## src/rtl/otp_keystream_gen.sv

```systemverilog
// One-time-pad key byte generator: a 16-bit Galois LFSR stepped one bit per clock,
// packing eight output bits (LSB first) into a byte offered on a valid/ready handshake.
module otp_keystream_gen #(
    parameter logic [15:0] LFSR_POLY    = 16'hB400,
    parameter logic [15:0] DEFAULT_SEED = 16'hACE1
) (
    input  logic        clk_i,
    input  logic        rst_i,
    input  logic        seed_load_i,
    input  logic [15:0] seed_i,
    input  logic        enable_i,
    input  logic        key_ready_i,
    output logic [7:0]  key_out_o,
    output logic        key_valid_o,
    output logic        busy_o,
    output logic [15:0] byte_count_o
);

    typedef enum logic [1:0] {
        StIdle = 2'd0,
        StGen  = 2'd1,
        StHold = 2'd2
    } state_e;

    state_e      state_q;
    logic [15:0] lfsr_q;
    logic [15:0] lfsr_d;
    logic [2:0]  bit_cnt_q;
    logic [7:0]  shift_q;
    logic [7:0]  shift_d;
    logic [7:0]  key_out_q;
    logic        key_valid_q;
    logic        busy_q;
    logic [15:0] byte_count_q;

    // Next LFSR state and the byte with the current output bit merged in.
    always_comb begin
        lfsr_d = (lfsr_q >> 1) ^ (lfsr_q[0] ? LFSR_POLY : 16'h0000);
        shift_d = shift_q;
        shift_d[bit_cnt_q] = lfsr_q[0];
    end

    always_ff @(posedge clk_i) begin
        if (rst_i) begin
            state_q      <= StIdle;
            lfsr_q       <= DEFAULT_SEED;
            bit_cnt_q    <= 3'd0;
            shift_q      <= 8'h00;
            key_out_q    <= 8'h00;
            key_valid_q  <= 1'b0;
            busy_q       <= 1'b0;
            byte_count_q <= 16'h0000;
        end else if (seed_load_i) begin
            // Resync: a partial or pending byte is discarded; key_out keeps its stale value.
            state_q      <= StIdle;
            lfsr_q       <= (seed_i == 16'h0000) ? DEFAULT_SEED : seed_i;
            bit_cnt_q    <= 3'd0;
            shift_q      <= 8'h00;
            key_valid_q  <= 1'b0;
            busy_q       <= 1'b0;
            byte_count_q <= 16'h0000;
        end else begin
            unique case (state_q)
                StIdle: begin
                    if (enable_i) begin
                        state_q <= StGen;
                        busy_q  <= 1'b1;
                    end
                end
                StGen: begin
                    lfsr_q    <= lfsr_d;
                    shift_q   <= shift_d;
                    bit_cnt_q <= bit_cnt_q + 3'd1;
                    if (bit_cnt_q == 3'd7) begin
                        key_out_q   <= shift_d;
                        key_valid_q <= 1'b1;
                        state_q     <= StHold;
                        busy_q      <= 1'b0;
                        bit_cnt_q   <= 3'd0;
                    end
                end
                StHold: begin
                    if (key_ready_i) begin
                        key_valid_q  <= 1'b0;
                        byte_count_q <= byte_count_q + 16'd1;
                        state_q      <= enable_i ? StGen : StIdle;
                        busy_q       <= enable_i;
                    end
                end
                default: begin
                    state_q <= StIdle;
                    busy_q  <= 1'b0;
                end
            endcase
        end
    end

    assign key_out_o    = key_out_q;
    assign key_valid_o  = key_valid_q;
    assign busy_o       = busy_q;
    assign byte_count_o = byte_count_q;

endmodule

```

## config.mk

```make
export PLATFORM = sky130hd
export DESIGN_NAME = otp_keystream_gen
export DESIGN_NICKNAME = d
export VERILOG_FILES = /design/src/rtl/otp_keystream_gen.sv
export SDC_FILE = /design/constraint.sdc
export NUM_CORES = 1
export LEC_CHECK = 0
export ABC_AREA = 1
export CORE_ASPECT_RATIO = 0.5
export CORE_MARGIN = 3
export CORE_UTILIZATION = 56
export DETAILED_ROUTE_END_ITERATION = 7
export PLACE_DENSITY = 0.83
export SLEW_MARGIN = 5
export SYNTH_ARGS = -nofsm -noshare
export SYNTH_HDL_FRONTEND = slang
export SYNTH_SLANG_ARGS = --single-unit
export TNS_END_PERCENT = 20
```

## constraint.sdc

```tcl
create_clock -name clk_i -period 2.1 [get_ports clk_i]
set_input_delay 0.42 -clock clk_i [delete_from_list [all_inputs] [get_ports clk_i]]
set_output_delay 0.42 -clock clk_i [all_outputs]
set_load 0.01 [all_outputs]
```

== Word-level counts from Yosys, hierarchy flattened ==
Cells that the tools add are included.

* Bits in registers: 55
* Input bits: 21
* Output and inout port bits: 26
* Logic and storage cells: 50

* Add/sub/neg operators: 2
* $lt $le $gt $ge: 2
* Equality and inequality tests: 6
* Mux-type cells: 20
* Bitwise gates (word level): 2
* Reductions and logical operators: 10

{| class="wikitable"
|+ Operators by type and width
! cell !! number
|-
| 16-bit two-way mux || 4
|-
| 16-bit by 1-bit adder with 16-bit output (second input constant) || 1
|-
| 16-bit zero test || 1
|-
| 15-bit by 16-bit XOR with 16-bit output || 1
|-
| 3-bit AND reduction || 3
|-
| 8-bit bitwise mux || 1
|-
| 1-bit two-way mux || 7
|-
| 2-bit two-way mux || 3
|-
| 2-bit inequality test (second input constant) || 3
|-
| 2-bit one-hot mux with 3 select lines || 1
|-
| 3-bit by 4-bit < comparator with 1-bit output (second input constant) || 1
|-
| 2-bit nonzero test || 2
|-
| 3-bit by 1-bit adder with 3-bit output (second input constant) || 1
|-
| 1-bit demux with 3-bit select || 1
|-
| 3-bit == test (second input constant) || 1
|-
| 3-bit by 1-bit greater-or-equal comparator with 1-bit output (second input constant) || 1
|-
| 3-bit two-way mux || 1
|-
| 1-bit one-hot mux with 3 select lines || 1
|-
| 2-bit by 1-bit == test with 1-bit output (second input constant) || 1
|-
| 2-bit == test (second input constant) || 1
|-
| 2-bit zero test || 1
|-
| 1-bit one-hot mux with 2 select lines || 1
|-
| 2-bit AND reduction || 1
|-
| 2-bit OR reduction || 1
|-
| 2 further kinds || 2
|}

== Logic depth before layout (Yosys ltp) ==
Gate-level depths: netlist (run 1).

* Word-level depth: 5
* Mapped depth: 7
* Depth with buffers taken out: 7

== Least setup slack after synthesis (run 1) ==
Ideal clock, no wire load.

* Path type: register to register
* From: register byte_count_q[0] (netlist: byte_count_o[0])
* To: register byte_count_q[8] (netlist: byte_count_o[8])
* Setup time: 0.116 ns
* Arrival: 1.180 ns
* Data required time: 1.984 ns
* Slack: 0.804 ns
* Stages on the path, launching flop included: 7
* Buffers on the path: 0
* Period minus slack after synthesis: 1.296 ns
* Cell sequence: dfxtp_1 > ha_1 > nand3_1 > nor2_4 > nand3b_1 > o21ai_0 > nor2_1

* Word-level cells in the longest chain between the ends: 1

{| class="wikitable"
|+ Ends and longest elaborated chain
! what !! line !! RTL
|-
| from (decl) || 34 || <nowiki>logic [15:0] byte_count_q;</nowiki>
|-
| from (signal assigned) || 85 || <nowiki>byte_count_q <= byte_count_q + 16'd1;</nowiki>
|-
| 16-bit by 1-bit adder with 16-bit output || 85 ||
|}

Every way passes these cells.
A chain may end at the register's enable or synchronous reset.

== Final worst setup path (run 1) ==
* From: register byte_count_q[3] (netlist: byte_count_o[3])
* To: output byte_count_o[3]

{| class="wikitable"
|+ RTL lines
! what !! line !! RTL
|-
| to (decl) || 16 || <nowiki>output logic [15:0] byte_count_o</nowiki>
|}

No word-level cell between the ends.

==> summary.txt, run 1 <==
Outcome
  • Status: finished, final reports clean

Critical path
  • Crit-path max cell delay: 0.58 ns
  • Cell count along the critical path: 1
  • Nature of the critical path endpoint: output pin
  • CP max FO: 6
  • Reg2reg path depth: 7
  • Reg-to-reg endpoint: key_out_o[0]
  • Worst setup path endpoint: byte_count_o[3]
  • Worst endpoint data arrival time: 1.32 ns
  • Worst-path cell with the longest stage delay: clkdlybuf4s50_1
  • Crit-path cells: clkdlybuf4s50_1
  • Reg2reg start: bit_cnt_q[1]
  • Reg2Reg Setup Slack: 0.51 ns
  • Setup crit start kind: register
  • Crit path max-delay family: buffers and inverters
  • Buf/Inv on CP: 1
  • Setup crit start: byte_count_o[3]
  • Kind of critical path: reg2out
  • CP required: 1.68 ns

Clocking
  • Root Driver: clkbuf_8
  • # Post-CTS Setup Buffers: 0
  • Clock-pin slew on the worst setup and hold paths: 0.09 ns
  • CTS Hold Bufs: 0
  • H-tree level count: 2
  • CTS tree: done
  • CTS max path bufs: 2
  • Worst skew pair latency: 0.30 ns
  • Clk sinks: 55
  • CTS Buf Count: 5
  • Post-cts resize count: 0

Timing
  • Final Skew: 0.00391 ns
  • Final hold violations: 0
  • Final min period: 1.74 ns
  • Slew HR: 71.1%
  • RSZ-0062 raised after global routing: false
  • Tightest Pin Transition: 0.432 ns
  • Final setup violation count: 0
  • Max Slew Vio Count: 0
  • Setup TNS: 0 ns
  • Fmax achieved: 0.575 GHz
  • Post-route clock period utilization: 82.9%

Placement
  • Post-DP Area: 0.00310 mm^2
  • Detailed placement HPWL: 4.31 mm
  • Dpl cells: 450
  • IO Port Bufs: 46
  • Gpl congestion: 0.954

Drt
  • Detail Route Antenna Nets: 0
  • Residual DRC count: 0
  • Detailed Route Iter0 Violations: 122
  • Drt first pass iters: 4
  • Top layer used by detailed routing: met4
  • Drt total wl: 5.60 mm
  • Detailed-routing wirelength on met1: 2.60 mm
  • DR WL/cell: 12.2 um
  • Vias: 2,461
  • DR WL met2: 2.68 mm
  • Post-DR vias/cell: 5.37
  • Wire length on met3: 298 um

Power
  • P_leak: 1.23 nW
  • Total power draw: 0.00190 W
  • Worst vdd ir: 0.000443 V
  • Power Density: 594 mW/mm^2

Worst hold path
  • Hold path start: lfsr_q[1]
  • Hold Path Class: reg2reg

Synthesis
  • Area leader, netlist: dfxtp_1
  • Synth cell count leaders: dfxtp_1 (55), nand2_1 (51), nor2_1 (48), o21ai_0 (47), a21oi_1 (40)
  • Post-synth ARST share: 0%
  • Synth area leaders: dfxtp_1 (43%), o21ai_0 (9.1%), a21oi_1 (7.7%)
  • Most common cell in the synthesized netlist: dfxtp_1
  • Cell area after synthesis: 0.00258 mm^2
  • Cell count after synthesis: 355
  • Ys Warns: 0
  • Top cell type's share of synthesized area: 42.6%
  • Synth Flop Type: dfxtp_1
  • Post-synth EDFFs: 0
  • Number of synthesized register bits: 55
  • Register area share after synthesis: 42.6%
  • Syn avg cell area: 7.28 um^2
  • Syn nets: 379
  • Count of unique library cells instantiated by Yosys: 31

Global routing
  • Number of global-route vias before repair: 2,366
  • Largest net degree at the start of global routing: 21
  • GRT Total Usage: 22.2%
  • Global route overflow: 0
  • Initial antenna violation count: 0
  • First-pass GRT wire length: 9.76 mm

Final layout
  • Reg area: 0.00110 mm^2
  • Filler Cells Inserted: 337
  • Fraction of layout cells with a size suffix above 1: 6.93%
  • Ant diodes: 0
  • Fin area: 0.00320 mm^2
  • Area of the multi-input gates: 0.00127 mm^2
  • Fin cells: 458
  • Area grow syn2layout: 23.9%
  • Nets: 427

Job
  • Max Cap Viol: 0

Die
  • Die area: 0.00551 mm^2
  • Rows: 16
  • Initial Utilization: 62.0%
  • Top Ports: 47
  • Die Y: 54.0 um
  • Die Width: 102 um
  • Core box area: 0.00416 mm^2
==> registers in the layout (all words and copies together), names as in the netlist <==
name,flops
byte_count_o,16
key_out_o,8
key_valid_o,1
shift_q,8
state_q,2
lfsr_q,16
busy_o,1
bit_cnt_q,3
==> cell usage in the layout (no fill, tap or decap), types with 3 or more instances in the layout <==
cell             instances
ha_1                     3
clkbuf_8                 7
inv_1                   34
clkdlybuf4s50_1         46
nand2_1                 51
nand3_1                 15
dfxtp_1                 55
a31oi_1                  3
nor3_1                   9
nand4_1                  5
nor2_1                  48
a21oi_1                 40
o21ai_0                 47
nor2_4                   3
a211oi_1                 5
buf_4                    8
xor2_1                   5
==> per-layer routing <==
metal  track usage [%]  up-vias
met5                 0        -
met4              5.45        0
met3              4.79        4
met2              41.4       67
met1              26.7     1117
li1                  -     1273
==> layout make-up <==
| cell class | instances | share of cell area [%] |
|---|---|---|
| clock buffer | 8 | 3.13 |
| inverter | 37 | 4.34 |
| multi-input combinational | 250 | 39.8 |
| sequential | 55 | 34.4 |
| tap | 54 | 2.11 |
| timing repair buffer | 54 | 16.3 |
==> worst min path at each step <==
stage / depth (start not counted) / end
3_5_place_dp: 2 / lfsr_q[6]
2_1_floorplan: 2 / lfsr_q[5]
4_1_cts: 2 / lfsr_q[1]
6_report: 2 / lfsr_q[1]
5_1_grt: 2 / lfsr_q[8]
3_3_place_gp: 2 / lfsr_q[6]
==> power breakdown <==
| part | internal (W) | total (W) | leakage (nW) | switching [W] |
|---|---|---|---|---|
| Clock | 0.000302 | 0.000625 | 0.0515 | 0.000324 |
| Sequential | 0.00107 | 0.00109 | 0.448 | 0.0000187 |
| Combinational | 0.0000857 | 0.000185 | 0.729 | 0.0000997 |
==> per-stage QoR <==
step	util, %	hold WS, ns	worst slack, ns
after floorplan	-	0.437	0.804
after detailed placement	74.5	0.461	0.278
final	76.9	0.475	0.360
after global placement	74.5	0.452	0.316
after CTS	76.9	0.477	0.354
after global routing	76.9	0.504	0.301
==> cell families (layout without fill, tap and decap cells) <==
kind of cell / count (synthesis) / count (layout) / share of synthesized area (%)
AO/OA/AOI/OAI: 100 / 100 / 20.6
XOR/XNOR: 6 / 6 / 2.03
adder cells (fa/ha/maj): 3 / 3 / 1.45
buffers and inverters: 50 / 99 / 8.09
flip-flops: 55 / 55 / 42.6
AND/OR/NAND/NOR: 141 / 141 / 25.2
Power figures use the tool's default switching activity.
==> inputs of run 2 (changes only) <==
--- a/config.mk
+++ b/config.mk
@@ -8,9 +8,9 @@
 export ABC_AREA = 1
 export CORE_ASPECT_RATIO = 0.5
 export CORE_MARGIN = 3
-export CORE_UTILIZATION = 56
+export CORE_UTILIZATION = 47
 export DETAILED_ROUTE_END_ITERATION = 7
-export PLACE_DENSITY = 0.83
+export PLACE_DENSITY = 0.75
 export SLEW_MARGIN = 5
 export SYNTH_ARGS = -nofsm -noshare
 export SYNTH_HDL_FRONTEND = slang
==> constraint.sdc (replaced) <==
create_clock -name clk_i -period 1.4 [get_ports clk_i]
set_input_delay 0.28 -clock clk_i [delete_from_list [all_inputs] [get_ports clk_i]]
set_output_delay 0.28 -clock clk_i [all_outputs]
set_load 0.01 [all_outputs]
==> run 2 against run 1 <==
Against the previous run: hold slack worse by 0.013 ns; sequential share of layout area fell by 2.7 points; clock-buffer cell count down 3; via count rose by 4.4%; clock power grew 98%; total power is 68% higher; wire length grew 9.3%; cell count rose by 9.0%; non-clock buffer count is 25 higher; combinational power increased by 81%; critical path depth up 5; core utilization fell by 7.6 points; critical endpoint is now byte_count_o[13]; largest power group unchanged; highest routed layer unchanged.
==> summary.txt, run 2 (synthesized netlist as in run 1, its figures left out) <==
Die
  • Die area: 0.00648 mm^2 (+17%)
  • Die Y: 58.4 um (+8.1%)
  • Top Ports: 47 (unchanged)
  • Initial Utilization: 50.5% (-12 points)
  • Die Width: 111 um (+8.6%)
  • Rows: 18 (+2)
  • Core box area: 0.00511 mm^2 (+23%)

Timing
  • Final setup violation count: 0 (unchanged)
  • Fmax achieved: 0.735 GHz
  • Max Slew Vio Count: 0 (unchanged)
  • Worst setup margin: 0.0393 ns (-0.321 ns)
  • Tightest Pin Transition: 0.363 ns (-0.0691 ns)
  • Final min period: 1.36 ns
  • RSZ-0062 raised after global routing: true
  • Post-route clock period utilization: 97.2%
  • Final Skew: 0.00601 ns (+0.00211 ns)
  • Slew HR: 75.7% (+4.6 points)
  • Final hold violations: 0 (unchanged)

Final layout
  • Area of the multi-input gates: 0.00131 mm^2 (+3.0%)
  • Fraction of layout cells with a size suffix above 1: 16.8% (+9.9 points)
  • Area grow syn2layout: 37.1%
  • Filler Cells Inserted: 466 (+38%)
  • Fin cells: 499 (+9.0%)
  • Most common cell after layout, fill and taps aside: nand2_1
  • Most frequent cells in the layout: nand2_1 (50), nor2_1 (47), dfxtp_1 (42)
  • Ant diodes: 0 (unchanged)
  • Nets: 452 (+5.9%)
  • Reg area: 0.00112 mm^2 (+1.9%)

Clocking
  • H-tree level count: 2 (unchanged)
  • Worst skew pair latency: 0.31 ns (about the same)
  • Root Driver: clkbuf_8
  • Clock-pin slew on the worst setup and hold paths: 0.10 ns (about the same)
  • CTS max path bufs: 2 (unchanged)
  • CTS tree: done
  • Clk sinks: 55 (unchanged)
  • CTS Buf Count: 5 (unchanged)
  • CTS Hold Bufs: 0 (unchanged)

Power
  • P_leak: 1.54 nW (+25%)
  • Power Density: 905 mW/mm^2 (+52%)
  • Worst vdd ir: 0.000677 V (+53%)

Drt
  • Drt first pass iters: 4 (unchanged)
  • Post-DR vias/cell: 5.15 (-4.2%)
  • DR WL/cell: 12.3 um (+0.35%)
  • Drt total wl: 6.13 mm (+9.3%)
  • Residual DRC count: 0 (unchanged)
  • Detailed Route Iter0 Violations: 94 (-23%)
  • Detail Route Antenna Nets: 0 (unchanged)
  • Vias: 2,569 (+4.4%)

Global routing
  • First-pass GRT wire length: 10.5 mm (+7.6%)
  • GRT Total Usage: 19.5% (-2.8 points)
  • Number of global-route vias before repair: 2,442 (+3.2%)
  • Global route overflow: 0 (unchanged)
  • Initial antenna violation count: 0 (unchanged)
  • Largest net degree at the start of global routing: 18 (-14%)

Critical path
  • Crit-path cells: clkdlybuf4s50_1, nand3_4, nor2_4, nand4_1, o21bai_1, nor2_1
  • Crit-path max cell delay: 0.54 ns (-0.04 ns)
  • Setup crit start kind: input port
  • CP max FO: 7 (+1)
  • Worst-path cell with the longest stage delay: clkdlybuf4s50_1
  • Nature of the critical path endpoint: register
  • Crit path max-delay family: simple AND/OR/NAND/NOR gates
  • Reg2Reg Setup Slack: 0.05 ns (-0.46 ns)
  • Kind of critical path: in2reg
  • Worst endpoint data arrival time: 1.56 ns (+0.24 ns)
  • Buf/Inv on CP: 1 (unchanged)
  • CP required: 1.60 ns (-0.08 ns)

Placement
  • Pre-CTS WS: -0.244 ns (-0.522 ns)
  • Gpl congestion: 0.888 (-7.0%)
  • Dpl cells: 489 (+8.7%)
  • Detailed placement HPWL: 4.60 mm (+6.6%)
  • IO Port Bufs: 46 (unchanged)

Job
  • Max Cap Viol: 0 (unchanged)

Worst hold path
  • Hold Path Class: reg2reg

Outcome
  • Status: finished, final reports clean
-- run 2: layout make-up --
cell class	instances	area share, %
flip-flops and latches	55	31.7
repair buffers	79	21.0
inverters	37	3.92
clock inverters	3	1.91
well taps	70	2.47
clock buffers	5	1.94
multi-input cells	250	37.0
-- run 2: repair_timing --
| item | CTS | global route |
|---|---|---|
| setup buffers | 0 | 1 |
| cloned | 0 | 1 |
| resized for setup | 33 | 24 |
| setup endpoints to repair | 27 | 27 |
| pin swaps | 0 | 4 |
-- run 2: layer usage --
layer  vias to the layer above  GRT usage, %  part of all wire (%)
met5                         -             0                     0
met4                         0          4.56                  0.82
met3                         6          5.24                   4.8
met2                        52          36.2                    49
met1                      1179          23.0                    45
li1                       1332             -                     -
-- run 2: stage by stage --
stage,cell area (um^2),TNS (ns),utilization [%],hold WS (ns),power (W)
5_1_grt,3540,-0.209,69.3,0.477,0.00334
6_report,3540,0,69.3,0.461,0.00321
2_1_floorplan,2580,0,-,0.389,0.00183
4_1_cts,3460,0,67.6,0.467,0.00324
3_3_place_gp,3340,-5.67,65.4,0.448,0.00199
3_5_place_dp,3340,-7.21,65.4,0.458,0.00200
-- run 2: worst paths after layout --
path	startpoint	end	cells past startpoint
hold reg to reg	byte_count_o[4]	byte_count_o[4]	1
setup reg to reg	bit_cnt_q[1]	key_out_o[0]	7
setup / recovery	key_ready_i	byte_count_o[13]	6
hold / removal	byte_count_o[4]	byte_count_o[4]	1
-- run 2: where the power goes --
part           internal, W  leakage, nW  switching, W
sequential         0.00161        0.455     0.0000249
clock             0.000713       0.0644      0.000527
combinational     0.000169         1.02      0.000166
total              0.00249         1.54      0.000717
-- run 2: worst register-to-register path, stage by stage (launching register included) --
cell,delay [ns]
dfxtp_2,0.36
ha_4,0.15
ha_4,0.15
nand2_4,0.07
nor2_4,0.22
clkbuf_16,0.18
o21ai_0,0.07
nor2_1,0.09
